`src/rtl/fifo_selfadd_pkg.sv`:
```
`default_nettype none
// ============================================================================
// Module   : fifo_selfadd_pkg
// Purpose  : Shared state encoding, operation codes and default widths for
//            the FIFO self-add engine.
// Revision : 1.0  initial release
// ============================================================================
package fifo_selfadd_pkg;

    localparam int DEF_DATA_W = 32;
    localparam int DEF_CNT_W  = 16;

    localparam logic [1:0] MODE_SELFADD = 2'd0;
    localparam logic [1:0] MODE_PLUS1   = 2'd1;
    localparam logic [1:0] MODE_PASS    = 2'd2;
    localparam logic [1:0] MODE_BSWAP   = 2'd3;

    typedef enum logic [1:0] {
        IDLE    = 2'd0,
        RD_WAIT = 2'd1,
        CAPTURE = 2'd2,
        HOLD    = 2'd3
    } state_t;

endpackage
`default_nettype wire

```
`src/rtl/fifo_selfadd_engine_if.sv`:
```
`default_nettype none
// ============================================================================
// Module   : fifo_selfadd_engine_if
// Purpose  : Input-FIFO pop side and output-FIFO push side of the engine.
// Revision : 1.0  initial release
// ============================================================================
interface fifo_selfadd_engine_if #(
    parameter int DATA_W = 32
);
    logic              data_empty;
    logic              data_rd;
    logic [DATA_W-1:0] data_din;
    logic              data_full;
    logic              data_wr;
    logic [DATA_W-1:0] data_dout;

    modport master (
        input  data_empty, data_din, data_full,
        output data_rd, data_wr, data_dout
    );

    modport slave (
        output data_empty, data_din, data_full,
        input  data_rd, data_wr, data_dout
    );
endinterface
`default_nettype wire

```
`src/rtl/fifo_selfadd_alu.sv`:
```
`default_nettype none
// ============================================================================
// Module   : fifo_selfadd_alu
// Purpose  : Combinational word operation (self-add, plus-one, pass, swap).
// Revision : 1.0  initial release
// ============================================================================
module fifo_selfadd_alu
    import fifo_selfadd_pkg::*;
#(
    parameter int DATA_W = DEF_DATA_W
) (
    input  wire logic [DATA_W-1:0] din,
    input  wire logic [1:0]        mode,
    output logic      [DATA_W-1:0] result,
    output logic                   carry
);

    logic [DATA_W-1:0] w_bswap;
    logic [DATA_W:0]   w_sum;

    for (genvar i = 0; i < DATA_W / 8; i++) begin : g_bswap
        assign w_bswap[8*i +: 8] = din[DATA_W-8-8*i +: 8];
    end

    // One extra bit on the sum exposes the carry of both arithmetic modes.
    always_comb begin
        w_sum = {1'b0, din};
        case (mode)
            MODE_SELFADD: w_sum = {1'b0, din} + {1'b0, din};
            MODE_PLUS1:   w_sum = {1'b0, din} + (DATA_W+1)'(1);
            MODE_PASS:    w_sum = {1'b0, din};
            MODE_BSWAP:   w_sum = {1'b0, w_bswap};
            default:      w_sum = {1'b0, din};
        endcase
    end

    assign result = w_sum[DATA_W-1:0];
    assign carry  = w_sum[DATA_W];

endmodule
`default_nettype wire

```
`src/rtl/fifo_selfadd_engine.sv`:
```
`default_nettype none
// ============================================================================
// Module   : fifo_selfadd_engine
// Purpose  : Pops a word, applies the selected operation, pushes the result.
// Revision : 1.0  initial release
// ============================================================================
module fifo_selfadd_engine
    import fifo_selfadd_pkg::*;
#(
    parameter int DATA_W = DEF_DATA_W,
    parameter int CNT_W  = DEF_CNT_W
) (
    input  wire logic             clk,
    input  wire logic             rst,
    input  wire logic             enable,
    input  wire logic [1:0]       mode,
    input  wire logic             carry_clr,
    fifo_selfadd_engine_if.master bus,
    output logic                  busy,
    output logic [CNT_W-1:0]      word_count,
    output logic                  carry_sticky
);

    state_t            r_state, w_next;
    logic              r_rd, r_wr, r_wr_pend;
    logic [DATA_W-1:0] r_dout, r_hold;
    logic [DATA_W-1:0] w_result, w_push_data;
    logic              w_carry, w_pop, w_push, w_hold_load, w_capture;

    fifo_selfadd_alu #(.DATA_W(DATA_W)) u_alu (
        .din    (bus.data_din),
        .mode   (mode),
        .result (w_result),
        .carry  (w_carry)
    );

    always_ff @(posedge clk or posedge rst) begin
        if (rst) r_state <= IDLE;
        else     r_state <= w_next;
    end

    // A pending push blocks the next pop so rd and wr strobes never overlap.
    always_comb begin
        w_next      = r_state;
        w_pop       = 1'b0;
        w_push      = 1'b0;
        w_hold_load = 1'b0;
        w_capture   = 1'b0;
        case (r_state)
            IDLE: begin
                if (enable && !bus.data_empty && !r_wr_pend) begin
                    w_pop  = 1'b1;
                    w_next = RD_WAIT;
                end
            end
            RD_WAIT: w_next = CAPTURE;
            CAPTURE: begin
                w_capture = 1'b1;
                if (bus.data_full) begin
                    w_hold_load = 1'b1;
                    w_next      = HOLD;
                end else begin
                    w_push = 1'b1;
                    w_next = IDLE;
                end
            end
            HOLD: begin
                if (!bus.data_full) begin
                    w_push = 1'b1;
                    w_next = IDLE;
                end
            end
            default: w_next = IDLE;
        endcase
    end

    assign w_push_data = (r_state == CAPTURE) ? w_result : r_hold;

    // The push strobe trails the dout update by one cycle through r_wr_pend.
    always_ff @(posedge clk or posedge rst) begin
        if (rst) begin
            r_rd         <= 1'b0;
            r_wr         <= 1'b0;
            r_wr_pend    <= 1'b0;
            r_dout       <= '0;
            r_hold       <= '0;
            word_count   <= '0;
            carry_sticky <= 1'b0;
        end else begin
            r_rd      <= w_pop;
            r_wr_pend <= w_push;
            r_wr      <= r_wr_pend;
            if (w_push)      r_dout <= w_push_data;
            if (w_hold_load) r_hold <= w_result;
            if (r_wr_pend)   word_count <= word_count + CNT_W'(1);
            if (w_capture && w_carry) carry_sticky <= 1'b1;
            else if (carry_clr)       carry_sticky <= 1'b0;
        end
    end

    assign bus.data_rd   = r_rd;
    assign bus.data_wr   = r_wr;
    assign bus.data_dout = r_dout;
    assign busy          = (r_state != IDLE);

endmodule
`default_nettype wire

```
`src/flat_wrapper.sv`:
```
// flat-port wrapper written by rule: the top's interface ports become plain ports
module fifo_selfadd_engine_flat import fifo_selfadd_pkg::*;
#(
    parameter int DATA_W = DEF_DATA_W,
    parameter int CNT_W  = DEF_CNT_W
)
  (clk, rst, enable, mode, carry_clr, busy, word_count, carry_sticky, bus_data_empty, bus_data_din, bus_data_full, bus_data_rd, bus_data_wr, bus_data_dout);
  fifo_selfadd_engine_if #(.DATA_W(DATA_W)) bus_i ();
  input  wire logic clk;
  input  wire logic rst;
  input  wire logic enable;
  input  wire logic [1:0] mode;
  input  wire logic carry_clr;
  output logic busy;
  output logic [CNT_W-1:0] word_count;
  output logic carry_sticky;
  input wire logic [$bits(bus_i.data_empty)-1:0] bus_data_empty;
  input wire logic [$bits(bus_i.data_din)-1:0] bus_data_din;
  input wire logic [$bits(bus_i.data_full)-1:0] bus_data_full;
  output wire logic [$bits(bus_i.data_rd)-1:0] bus_data_rd;
  output wire logic [$bits(bus_i.data_wr)-1:0] bus_data_wr;
  output wire logic [$bits(bus_i.data_dout)-1:0] bus_data_dout;
  assign bus_i.data_empty = bus_data_empty;
  assign bus_i.data_din = bus_data_din;
  assign bus_i.data_full = bus_data_full;
  assign bus_data_rd = bus_i.data_rd;
  assign bus_data_wr = bus_i.data_wr;
  assign bus_data_dout = bus_i.data_dout;
  fifo_selfadd_engine #(.DATA_W(DATA_W), .CNT_W(CNT_W)) u_core (.clk(clk), .rst(rst), .enable(enable), .mode(mode), .carry_clr(carry_clr), .bus(bus_i), .busy(busy), .word_count(word_count), .carry_sticky(carry_sticky));
endmodule
```
`config.mk`:
```
export PLATFORM = sky130hd
export DESIGN_NAME = fifo_selfadd_engine_flat
export DESIGN_NICKNAME = d
export VERILOG_FILES = /design/src/rtl/fifo_selfadd_pkg.sv /design/src/rtl/fifo_selfadd_engine_if.sv /design/src/rtl/fifo_selfadd_alu.sv /design/src/rtl/fifo_selfadd_engine.sv /design/src/flat_wrapper.sv
export SDC_FILE = /design/constraint.sdc
export NUM_CORES = 1
export LEC_CHECK = 0
export CAP_MARGIN = 0
export CORE_MARGIN = 4
export CORE_UTILIZATION = 53
export DETAILED_ROUTE_END_ITERATION = 10
export PLACE_DENSITY = 0.78
export SLEW_MARGIN = 0
export SYNTH_ARGS = -nofsm -noshare
export SYNTH_HDL_FRONTEND = slang
export SYNTH_HIERARCHICAL = 1
export SYNTH_SLANG_ARGS = --single-unit
```
`constraint.sdc`:
```
create_clock -name clk -period 6.11 [get_ports clk]
set_clock_uncertainty 0.1 [all_clocks]
set_input_delay 1.222 -clock clk [delete_from_list [all_inputs] [get_ports clk]]
set_output_delay 1.222 -clock clk [all_outputs]
set_load 0.03 [all_outputs]
```
### Word level (Yosys, flattened, before mapping)

Cells that the tools add are included.

* bits in registers: 86
* input bits: 40
* output and inout bits: 52
* logic and storage cells: 45

* add/sub/neg operators: 3
* equality and inequality tests: 8
* mux-type cells: 15
* reductions and logical operators: 11

Operator list (count)
* $pmux 33 s4: 1
* $add 32x1->33 const B: 1
* $add 32x32->33: 1
* $mux 32: 1
* $add 16x1->16 const B: 1
* $mux 1: 9
* $eq 2x2->1 const B: 4
* $pmux 2 s4: 1
* $mux 2: 3
* $eq 2x1->1 const B: 2
* $logic_not 2->1: 2
* $reduce_bool 2->1: 2
* $logic_and 1x1->1: 3
* $logic_not 1->1: 2
* $ne 2x1->1 const B: 1
* $ne 2x2->1 const B: 1
* $reduce_and 2->1: 1
* $reduce_or 2->1: 1

### Depth between registers and ports, before layout

* depth after elaboration: 5
* mapped depth: 13
* depth with buffers taken out: 10

### Hierarchy

Netlist, hierarchy kept.

Modules (own cells, without submodules)
* fifo_selfadd_engine: times used 1, cells each 280, area an instance 3678.5 um^2, sequential area each 2152.1 um^2
* fifo_selfadd_alu: times used 1, cells each 236, area an instance 1720.4 um^2, sequential area each 0.0 um^2

### Worst setup path after synthesis

OpenSTA, ideal clock, no wires.

* path type: in2reg
* start point: in mode[1]
* end point: reg u_core.r_hold[20]
* setup time: 0.125 ns
* arrival: 3.742 ns
* required time: 5.885 ns
* setup slack: 2.143 ns
* stages: 12
* path buffers: 3
* cells stage by stage: buf_6 and2b_2 clkbuf_1 and2_1 ha_1 nand4_1 nor4_2 buf_4 nand4_1 xnor2_1 mux4_2 mux2_4

* longest elaborated chain between the ends: 2
* elaborated cells on any way between the ends: 5
* classes of those cells: eq/ne: 3; mux: 1; reduce/logical: 1

RTL lines
* start: declaration: line flat_wrapper.sv:12 `input wire logic [1:0] mode;`
* $eq 2x2->1 (tied with other cells): line fifo_selfadd_alu.sv:28 `case (mode)`
* $pmux 33 s4 *: line fifo_selfadd_alu.sv:28
* net u_core.w_result[20]: line fifo_selfadd_engine.sv:27 `logic [DATA_W-1:0] w_result, w_push_data;`
* end signal: assignment: line fifo_selfadd_engine.sv:94 `if (w_hold_load) r_hold <= w_result;`
* end: declaration: line fifo_selfadd_engine.sv:26 `logic [DATA_W-1:0] r_dout, r_hold;`

The timed path passes the listed nets; every way through them passes the cells marked *.
A chain may end at the register's enable or synchronous reset.

### Final worst setup path

* start point: in mode[1]
* end point: reg u_core.r_dout[30] (netlist: u_core/bus.data_dout[30])

* longest elaborated chain between the ends: 3
* elaborated cells on any way between the ends: 6
* classes of those cells: eq/ne: 3; mux: 2; reduce/logical: 1

RTL lines
* $eq 2x2->1 (tied with other cells): line fifo_selfadd_alu.sv:28
* $pmux 33 s4 *: line fifo_selfadd_alu.sv:28
* net u_core.w_result[30]: line fifo_selfadd_engine.sv:27
* $mux 32 *: line fifo_selfadd_engine.sv:77 `assign w_push_data = (r_state == CAPTURE) ? w_result : r_hold;`
* end signal: assignment: line fifo_selfadd_engine.sv:93 `if (w_push) r_dout <= w_push_data;`
* end: declaration: line fifo_selfadd_engine.sv:26

Marked as above.

==> impl_metrics.csv <==
group,metric,value,unit
placement,place_area,6250,µm²
routing,via_count,4236,
placement,dp_hpwl,8790,µm
job,cap_violations,0,
finish,instances_no_fill,717,
worst_setup_path,cp_max_fo,54,
grt,grt_pass1_vias,4179,
finish,area_delta_synth_final,19.2,%
die,initial_core_util,0.547,
worst_setup_path,cpMostUsedCell,"nand4_1",
routing,vias_per_cell,5.91,
clock_tree,htree_num_levels,3,
die,io_pins,92,
synth,synth.ff_latch_count,86,
finish,regArea,2150,µm²
worst_setup_path,cp_slowest_cell,"mux4_1",
die,row_count,36,
routing,drc,0,
clock_tree,cts_setup_buffers,0,
min_path,min_path_type,"flop to flop",
pwr,p_leak,2.77,nW
timing,finalMaxSlewViolations,0,
pwr,ir_drop,0.169,mV
timing,finalHoldViolations,0,
clock_tree,cts_sinks,86,
synth,ys.flop_type,"dfrtp_1",
clock_tree,hold_buffers,0,
worst_setup_path,slowest_delay,520,ps
die,die_area,11900,µm²
placement,io_buffers,91,
grt,antenna_found_initial,0,
clock_tree,worst_skew_pair.late_latency,360,ps
pwr,switching_share,0.390,
worst_setup_path,worst-path-buf-inv,2,
pwr,p_per_area,400,nW/µm²
clock_tree,clock_path_buffers,2,
timing,fin_setup_tns,0,ps
worst_setup_path,arrival,4270,ps
clock_tree,cts_made_buffers,9,
pwr,power_frac_seq,0.377,
worst_setup_path,end_kind,"flop",
worst_setup_path,critPathTopFamily,"simple AND/OR/NAND/NOR gates",
clock_tree,cts_tree,"done",
timing,fin_crit_sh,0.683,
synth,syn_avg_cell_area,10.5,µm²
finish,multiInputGateArea,2970,µm²
placement,routabilityCongestion,0.882,
finish,drive_gt1_frac,0.147,
synth,synth_edf_count,0,
worst_setup_path,startpoint,"mode[1]",
synth,ys_async_sr_fraction,1.00,
die,dieWidth,109,µm
timing,setup_violations,0,
worst_setup_path,critPathKind,"input pin to flop",
worst_setup_path,cp-start-kind,"input pin",
pwr,internal_power,1.57,mW
timing,fmaxAchievable,0.240,GHz
timing,max_slew_margin,0.276,
routing,initialDrtViolationCount,317,
die,die_h,109,µm
synth,yosys_warnings,6,
worst_setup_path,required,6210,ps
synth,synth_cell_types,53,
synth,ys_seq_area_frac,0.399,
outcome,status,"completed",
timing,grt_setup_unrepaired,"no",
min_path,min_from,"u_core/word_count[15]$_DFFE_PP0P_",
clock_tree,cts_root_buf,"clkbuf_8",
worst_setup_path,crit_chain,"buf_2 -> and2b_2 -> and2_1 -> ha_1 -> nand4_1 -> nor4_2 -> buf_4 -> nand4_1 -> xnor2_1 -> mux4_1 -> mux2i_1 -> o21ai_0",
routing,post_drt_wl_per_cell,17.5,µm
grt,grt_use_total,0.222,
routing,drt_first_pass_iters,5,
synth,syn_area,5400,µm²
pwr,pwr-share-clk,0.147,
synth,syn-instance-count,516,
pwr,finalPower,2.57,mW
pwr,p_switching,1.00,mW
finish,post-route-cell-area,6430,µm²
grt,grt_max_degree,66,
pwr,pwr-share-comb,0.476,
clock_tree,clk_pin_slew_worst_paths,80,ps
finish,nets,622,
clock_tree,post_cts_resized,0,
finish,n_antenna_cell,0,
routing,drt_wl_total,12600,µm
synth,syn_nets,558,
timing,worst_slew_pin_slew,1090,ps
routing,ant_nets,0,
timing,min_period,4170,ps
worst_setup_path,reg2reg_from,"u_core/r_state[0]$_DFFE_PP0P_",
die,fp.coreArea,9860,µm²
placement,place_inst,702,
grt,grt_pass1_wl,20700,µm
finish,nFillCells,820,
grt,grt_overflow,0,
-- power groups by stage --
| stage | combinational (mW) | clock, mW | sequential [mW] |
|---|---|---|---|
| global route | 1.31 | 0.412 | 1.00 |
| detailed placement | 1.23 | 0 | 0.979 |
| CTS | 1.24 | 0.385 | 0.973 |
| finish | 1.22 | 0.378 | 0.970 |
| floorplan | 0.633 | 0 | 1.18 |
| global placement | 1.20 | 0 | 0.969 |
-- layout make-up --
type	instances	area share
Clock inverter	4	0.00467
Multi-Input combinational cell	378	0.461
Clock buffer	11	0.0235
Inverter	10	0.00603
Tap cell	133	0.0259
Timing Repair Buffer	95	0.145
Sequential cell	86	0.334
-- per-layer routing --
metal / part of all wire / GRT usage / vias to the layer above / wire length (µm)
met2: 0.49 / 0.363 / 156 / 6110
met1: 0.43 / 0.300 / 2078 / 5460
met3: 0.062 / 0.0326 / 14 / 774
met5: 0 / 0 / - / 0
met4: 0.018 / 0.0839 / 0 / 223
li1: - / - / 1988 / -
-- cell usage after synthesis (4+ instances only) --
cell type / count / area share
buf_6: 5 / 0.010
inv_1: 9 / 0.0063
and3_1: 7 / 0.0081
mux4_2: 13 / 0.054
a21oi_1: 11 / 0.010
nor2_1: 18 / 0.013
nand4_1: 12 / 0.014
o21ai_0: 39 / 0.036
clkbuf_1: 22 / 0.015
xor2_1: 8 / 0.013
nand2_1: 75 / 0.052
buf_4: 7 / 0.0097
o22ai_1: 4 / 0.0046
buf_2: 5 / 0.0046
xnor2_1: 22 / 0.036
dfrtp_1: 86 / 0.40
mux2_4: 30 / 0.083
a31oi_1: 5 / 0.0058
nor3_1: 12 / 0.011
nand3_1: 17 / 0.016
mux2i_1: 44 / 0.082
mux2_2: 4 / 0.0083
a211oi_1: 11 / 0.015
-- logic make-up after synthesis --
family	after synthesis	synth area share
multiplexers	93	0.237
adder cells (fa/ha/maj)	2	0.00463
flip-flops	86	0.399
buffers and inverters	52	0.0531
AO/OA/AOI/OAI	81	0.0885
AND/OR/NAND/NOR	172	0.169
XOR/XNOR	30	0.0487
-- path summary, 6_finish.rpt --
check                                                        to  slack, ps  cells past startpoint
min reg2reg                   u_core/word_count[15]$_DFFE_PP0P_        370                      1
max reg2reg                        u_core/r_hold[6]$_DFFE_PP0P_       4160                      3
min                           u_core/word_count[15]$_DFFE_PP0P_        370                      1
max in group asynchronous  u_core/bus.data_dout[26]$_DFFE_PP0P_       3730                      3
min in group asynchronous      u_core/word_count[6]$_DFFE_PP0P_       1040                      2
max                        u_core/bus.data_dout[30]$_DFFE_PP0P_       1940                     12
-- registers in the layout (all words and copies together) (netlist names) --
| signal | cells |
|---|---|
| u_core/carry_sticky | 1 |
| u_core/bus.data_rd | 1 |
| u_core/r_wr_pend | 1 |
| u_core/bus.data_wr | 1 |
| u_core/word_count | 16 |
| u_core/bus.data_dout | 32 |
| u_core/r_state | 2 |
| u_core/r_hold | 32 |
-- metrics by stage --
| stage | setup WS (ps) | utilization | hold WS (ps) |
|---|---|---|---|
| after global routing | 1700 | 0.652 | 411 |
| after global placement | 1680 | 0.634 | 361 |
| after detailed placement | 1570 | 0.634 | 362 |
| after floorplan | 2140 | - | 379 |
| final | 1940 | 0.652 | 370 |
| after CTS | 1970 | 0.652 | 377 |
-- layout by cell type (no fill, tap or decap), types with 11 or more instances in the layout --
cell | Yosys | final
clkbuf_8 | 2 | 11
a211oi_1 | 11 | 11
nand4_1 | 12 | 12
nand3_1 | 17 | 17
clkdlybuf4s50_1 | 0 | 89
nor3_1 | 12 | 12
a21oi_1 | 11 | 11
nand2_1 | 75 | 75
mux2i_1 | 44 | 44
o21ai_0 | 39 | 39
mux4_2 | 13 | 13
dfrtp_1 | 86 | 86
nor2_1 | 18 | 18
mux2_4 | 30 | 30
xnor2_1 | 22 | 22
Note: power is estimated with default switching activity, not from simulation.
